==> src/rtl/decode_scoreboard.sv <==
// Decode-stage register scoreboard: detects RAW hazards against in-flight producers and picks operand forward sources.
// Optional feature macro: DECODE_FORWARDING_EN (undefined = no bypass, consumers wait until the producer reaches W).
module decode_scoreboard #(
    parameter int STAGES   = 3,
    parameter int REG_BITS = 5,
    parameter int SEL_BITS = 2
) (
    input  logic                clk,
    input  logic                reset,
    input  logic                in_valid,
    output logic                in_ready,
    input  logic [REG_BITS-1:0] src1,
    input  logic [REG_BITS-1:0] src2,
    input  logic                src1_req,
    input  logic                src2_req,
    input  logic [REG_BITS-1:0] dst,
    input  logic                dst_wen,
    input  logic [SEL_BITS-1:0] rdy_at,
    input  logic                flush,
    output logic                out_valid,
    output logic [SEL_BITS-1:0] fwd1_sel,
    output logic [SEL_BITS-1:0] fwd2_sel,
    output logic                stall
);
    localparam logic [SEL_BITS-1:0] LAST_POS = SEL_BITS'(STAGES - 1);

    typedef struct packed {
        logic                valid;
        logic [REG_BITS-1:0] dst;
        logic [SEL_BITS-1:0] rdy_at;
    } entry_t;

    typedef struct packed {
        logic                hit;
        logic [SEL_BITS-1:0] pos;
        logic [SEL_BITS-1:0] rdy_at;
    } match_t;

    entry_t [STAGES-1:0] sb_r;
    entry_t              new_entry_s;
    match_t              m1_s;
    match_t              m2_s;
    logic                hazard_s;
    logic [SEL_BITS-1:0] sel1_s;
    logic [SEL_BITS-1:0] sel2_s;
    logic [SEL_BITS-1:0] rdy_clamp_s;

    // Scan oldest to youngest so the youngest matching producer is the one kept.
    function automatic match_t find_youngest(input logic [REG_BITS-1:0] src, input logic req,
                                             input entry_t [STAGES-1:0] sb);
        match_t m;
        m = '0;
        for (int k = STAGES - 1; k >= 0; k--) begin
            if (req && (src != '0) && sb[k].valid && (sb[k].dst == src)) begin
                m.hit    = 1'b1;
                m.pos    = SEL_BITS'(k);
                m.rdy_at = sb[k].rdy_at;
            end
        end
        return m;
    endfunction

`ifdef DECODE_FORWARDING_EN
    function automatic logic hazard_of(input match_t m);
        return m.hit && (m.pos < m.rdy_at);
    endfunction

    // Position k forwards as select k+1; the W position is already in the register file.
    function automatic logic [SEL_BITS-1:0] sel_of(input match_t m);
        return (m.hit && (m.pos < LAST_POS)) ? (m.pos + SEL_BITS'(1)) : '0;
    endfunction
`else
    function automatic logic hazard_of(input match_t m);
        return m.hit && (m.pos < LAST_POS);
    endfunction

    logic unused_rdy_s;
    assign unused_rdy_s = ^{m1_s.rdy_at, m2_s.rdy_at};
`endif

    // Hazard detection and the issue handshake seen by decode.
    always_comb begin
        m1_s     = find_youngest(src1, src1_req, sb_r);
        m2_s     = find_youngest(src2, src2_req, sb_r);
        hazard_s = hazard_of(m1_s) | hazard_of(m2_s);
        stall    = in_valid & hazard_s;
        in_ready = in_valid & ~hazard_s & ~flush & ~reset;
    end

    // Forward selects and the entry that enters position 0 this cycle.
    always_comb begin
        if (rdy_at > LAST_POS) begin
            rdy_clamp_s = LAST_POS;
        end else begin
            rdy_clamp_s = rdy_at;
        end
`ifdef DECODE_FORWARDING_EN
        sel1_s = sel_of(m1_s);
        sel2_s = sel_of(m2_s);
`else
        sel1_s = '0;
        sel2_s = '0;
`endif
        new_entry_s = '0;
        if (in_ready && dst_wen && (dst != '0)) begin
            new_entry_s = '{valid: 1'b1, dst: dst, rdy_at: rdy_clamp_s};
        end else begin
            new_entry_s = '0;
        end
    end

    // Scoreboard shift (oldest entry retires to the register file) and registered issue outputs.
    always_ff @(posedge clk) begin
        if (reset) begin
            sb_r      <= '0;
            out_valid <= 1'b0;
            fwd1_sel  <= '0;
            fwd2_sel  <= '0;
        end else begin
            sb_r      <= {sb_r[STAGES-2:0], new_entry_s};
            out_valid <= in_ready;
            fwd1_sel  <= in_ready ? sel1_s : '0;
            fwd2_sel  <= in_ready ? sel2_s : '0;
        end
    end
endmodule
==> config.mk <==
export PLATFORM = sky130hd
export DESIGN_NAME = decode_scoreboard
export DESIGN_NICKNAME = d
export VERILOG_FILES = /design/src/rtl/decode_scoreboard.sv
export SDC_FILE = /design/constraint.sdc
export NUM_CORES = 1
export LEC_CHECK = 0
export CORE_MARGIN = 3
export CORE_UTILIZATION = 43
export DETAILED_ROUTE_END_ITERATION = 16
export PLACE_DENSITY = 0.81
export SLEW_MARGIN = 30
export SYNTH_ARGS = -nofsm -noshare
export SYNTH_HDL_FRONTEND = slang
export SYNTH_SLANG_ARGS = --single-unit
==> constraint.sdc <==
create_clock -name clk -period 4.5 [get_ports clk]
set_input_delay 0.675 -clock clk [delete_from_list [all_inputs] [get_ports clk]]
set_output_delay 0.675 -clock clk [all_outputs]
set_load 0.02 [all_outputs]
==> run_results.csv <==
group,metric,value,unit
outcome,status,"complete, no violations",
clocking,numCtsBuffers,3,
floorplan,pin_count,31,
layout,fin_nets,126,
setup_path,slowest_stage,"clkdlybuf4s50_1",
power_and_ir_drop,power_density,239,nW/um2
power_and_ir_drop,vdd_drop_max,200,uV
sta,finalSetupTns,0,ps
power_and_ir_drop,clkPwrFrac,29.3,%
global_routing,grt_use_met1,15.9,%
logic_synthesis,avgSynthCellArea,9.40,um2
power_and_ir_drop,p_sw,0.0538,mW
placement,gp_congestion,0.936,
drt,wl_per_cell,12.8,um
clocking,h-tree-depth,1,
floorplan,core_area,1400,um2
drt,drt_pass1_iterations,2,
clocking,clk_pin_slew_worst_paths,80,ps
clocking,clk_latency,260,ps
setup_path,crit_required,3830,ps
floorplan,fp.dieW,46.2,um
sta,slew_headroom,48.9,%
sta,maxSlewViolCount,0,
setup_path,crit_type,"in2out",
placement,portBuffers,24,
placement,dpl.hpwl,1240,um
layout,diodes,0,
sta,finalCritPeriodShare,82.2,%
logic_synthesis,ys_seq_area_share,37.4,%
logic_synthesis,yosysWarnings,0,
global_routing,overflow,0,
clocking,postCtsSetupBuffers,0,
floorplan,die_area,2140,um2
clocking,cts.path.max_buffers,2,
sta,hold_violations,0,
global_routing,grt_pass1_wl,2350,um
global_routing,antenna_found_initial,0,
sta,setup_viol,0,
layout,synthToLayoutAreaGrowth,38.3,%
power_and_ir_drop,cellLeakagePower,0.396,nW
floorplan,die_h,46.2,um
drt,drc,0,
logic_synthesis,netlist_area,696,um2
min_path,hold_path.class,"reg2reg",
clocking,cts_tree,"yes",
sta,rsz0062_at_grt,"false",
setup_path,regToRegSetupSlack,2890,ps
setup_path,rr_endpoint,"sb_r[2]",
setup_path,r2r_cells,5,
sta,min_period,3700,ps
placement,dp_cells,112,
min_path,holdPathEnd,"sb_r[15]",
floorplan,initial_core_util,49.7,%
power_and_ir_drop,swShare,23.4,%
flow_run,drv_cap,0,
power_and_ir_drop,p_int,0.176,mW
power_and_ir_drop,pwr-share-seq,51.4,%
setup_path,cp_common_cell,"clkdlybuf4s50_1",
setup_path,r2r-start,"sb_r[14]",
logic_synthesis,synth.distinct_cells,18,
global_routing,grt_util_met2,27.2,%
clocking,clockRootBuffer,"clkbuf_4",
floorplan,fp-row-count,13,
sta,worstMarginPinSlew,756,ps
sta,finClkSkew,3.94,ps
global_routing,grt_use_met3,3.52,%
setup_path,critical_path_buf_inv_count,2,
layout,drive_gt1_share,6.93,%
power_and_ir_drop,combPwrFrac,19.3,%
setup_path,slowest_delay,600,ps
setup_path,start_kind,"primary input",
layout,fin_cells,116,
drt,dr.first_iter.drc_count,3,
min_path,hold_depth,1,
setup_path,cp_cell_sequence,"clkdlybuf4s50_1 > xor2_1 > nor4_1 > a32oi_1 > o22ai_2 > and2_2 > clkdlybuf4s50_1",
setup_path,arrival,3030,ps
global_routing,grt_usage,15.3,%
drt,ant_nets,0,
setup_path,crit_fanout,9,
drt,drt-vias-per-instance,5.13,
clocking,cts_hold_buf,0,
sta,fmax,0.270,GHz
min_path,hp-start,"sb_r[7]",
clocking,clock-sinks,13,
logic_synthesis,netlist_instances,74,
global_routing,grt-busiest-layer,"met2",
setup_path,worstSetupEndpointType,"output port",
drt,wl,1490,um
logic_synthesis,ys_ff_latch,13,
global_routing,grt_max_degree,10,
global_routing,grt_pass1_vias,614,
clocking,cts.repair.resized,0,
setup_path,cp_top_family,"buffers and inverters",
drt,vias,595,
-- final cells by class --
class / instances / area, um2
timing repair buffer: 24 / 240
tap: 15 / 18.8
clock buffer: 4 / 26.3
multi-input combinational: 60 / 417
sequential: 13 / 260
fill: 122 / 437
-- how the worst max path moves through the flow --
stage                        from  slack (ps)        to  cells after the start
after floorplan           src2[1]        1580  in_ready                      4
after global placement    src2[4]         830     stall                      7
after detailed placement  src2[1]         810     stall                      7
after CTS                 src2[1]         790     stall                      7
after global routing      src2[4]         710     stall                      7
final                     src2[1]         800     stall                      7
-- per-stage QoR --
stage | setup WS (ps) | hold slack (ps) | instance area (um2) | total power, mW | utilization (%)
after floorplan | 1580 | 444 | 707 | 0.140 | -
after detailed placement | 807 | 463 | 936 | 0.165 | 66.9
after global placement | 834 | 461 | 936 | 0.164 | 66.9
final | 799 | 471 | 962 | 0.230 | 68.8
after CTS | 794 | 474 | 962 | 0.232 | 68.8
after global routing | 711 | 499 | 962 | 0.240 | 68.8
-- state kept, by name (all words and copies together), names as in the netlist --
register   cells
out_valid      1
sb_r          12
-- power by group through the flow --
| stage | Sequential [mW] | Clock, mW | Combinational (mW) |
|---|---|---|---|
| finish | 0.118 | 0.0675 | 0.0444 |
| global route | 0.119 | 0.0737 | 0.0476 |
| CTS | 0.118 | 0.0689 | 0.0445 |
| detailed placement | 0.121 | 0 | 0.0441 |
| global placement | 0.121 | 0 | 0.0434 |
| floorplan | 0.121 | 0 | 0.0185 |
-- Yosys cell counts --
cell	count	area (um2)
nor2b_1	6	37.5
xor2_1	16	140
o22ai_2	1	12.5
or4_1	3	22.5
and2_2	1	7.51
and2_1	2	12.5
xnor2_1	4	35.0
a32oi_1	2	17.5
nand2_1	5	18.8
nor4bb_1	1	10.0
nor4b_1	2	17.5
conb_1	1	3.75
o21ai_2	2	17.5
dfxtp_1	13	260
nor4_1	4	25.0
buf_4	4	30.0
o21ai_0	1	5.00
nor2_1	6	22.5
-- worst register-to-register path, stage by stage, from the launching register on --
cell     delay, ps
dfxtp_1        330
xor2_1         160
nor4_1         380
a32oi_1        180
o22ai_2        350
nor2_1         100
-- per-layer routing --
metal / vias up / share of wire (%)
met3: 8 / 11
li1: 298 / -
met1: 259 / 40
met2: 30 / 45
met4: 0 / 4.4
met5: - / 0
-- layout by cell type (no fill, tap or decap), types with 4 or more instances in the layout --
cell type | netlist | final
nor2b_1 | 6 | 6
dfxtp_1 | 13 | 13
clkdlybuf4s50_1 | 0 | 24
conb_1 | 1 | 4
nor4_1 | 4 | 4
xnor2_1 | 4 | 4
xor2_1 | 16 | 16
nand2_1 | 5 | 5
nor2_1 | 6 | 6
-- kinds of logic after synthesis --
kind of cell,share of synthesized area [%]
compound gates,7.55
xor+xnor,25.2
buf+inv,4.32
flops,37.4
other cells,0.539
simple gates,25.0
No activity file was read; power rests on OpenSTA's default activity.
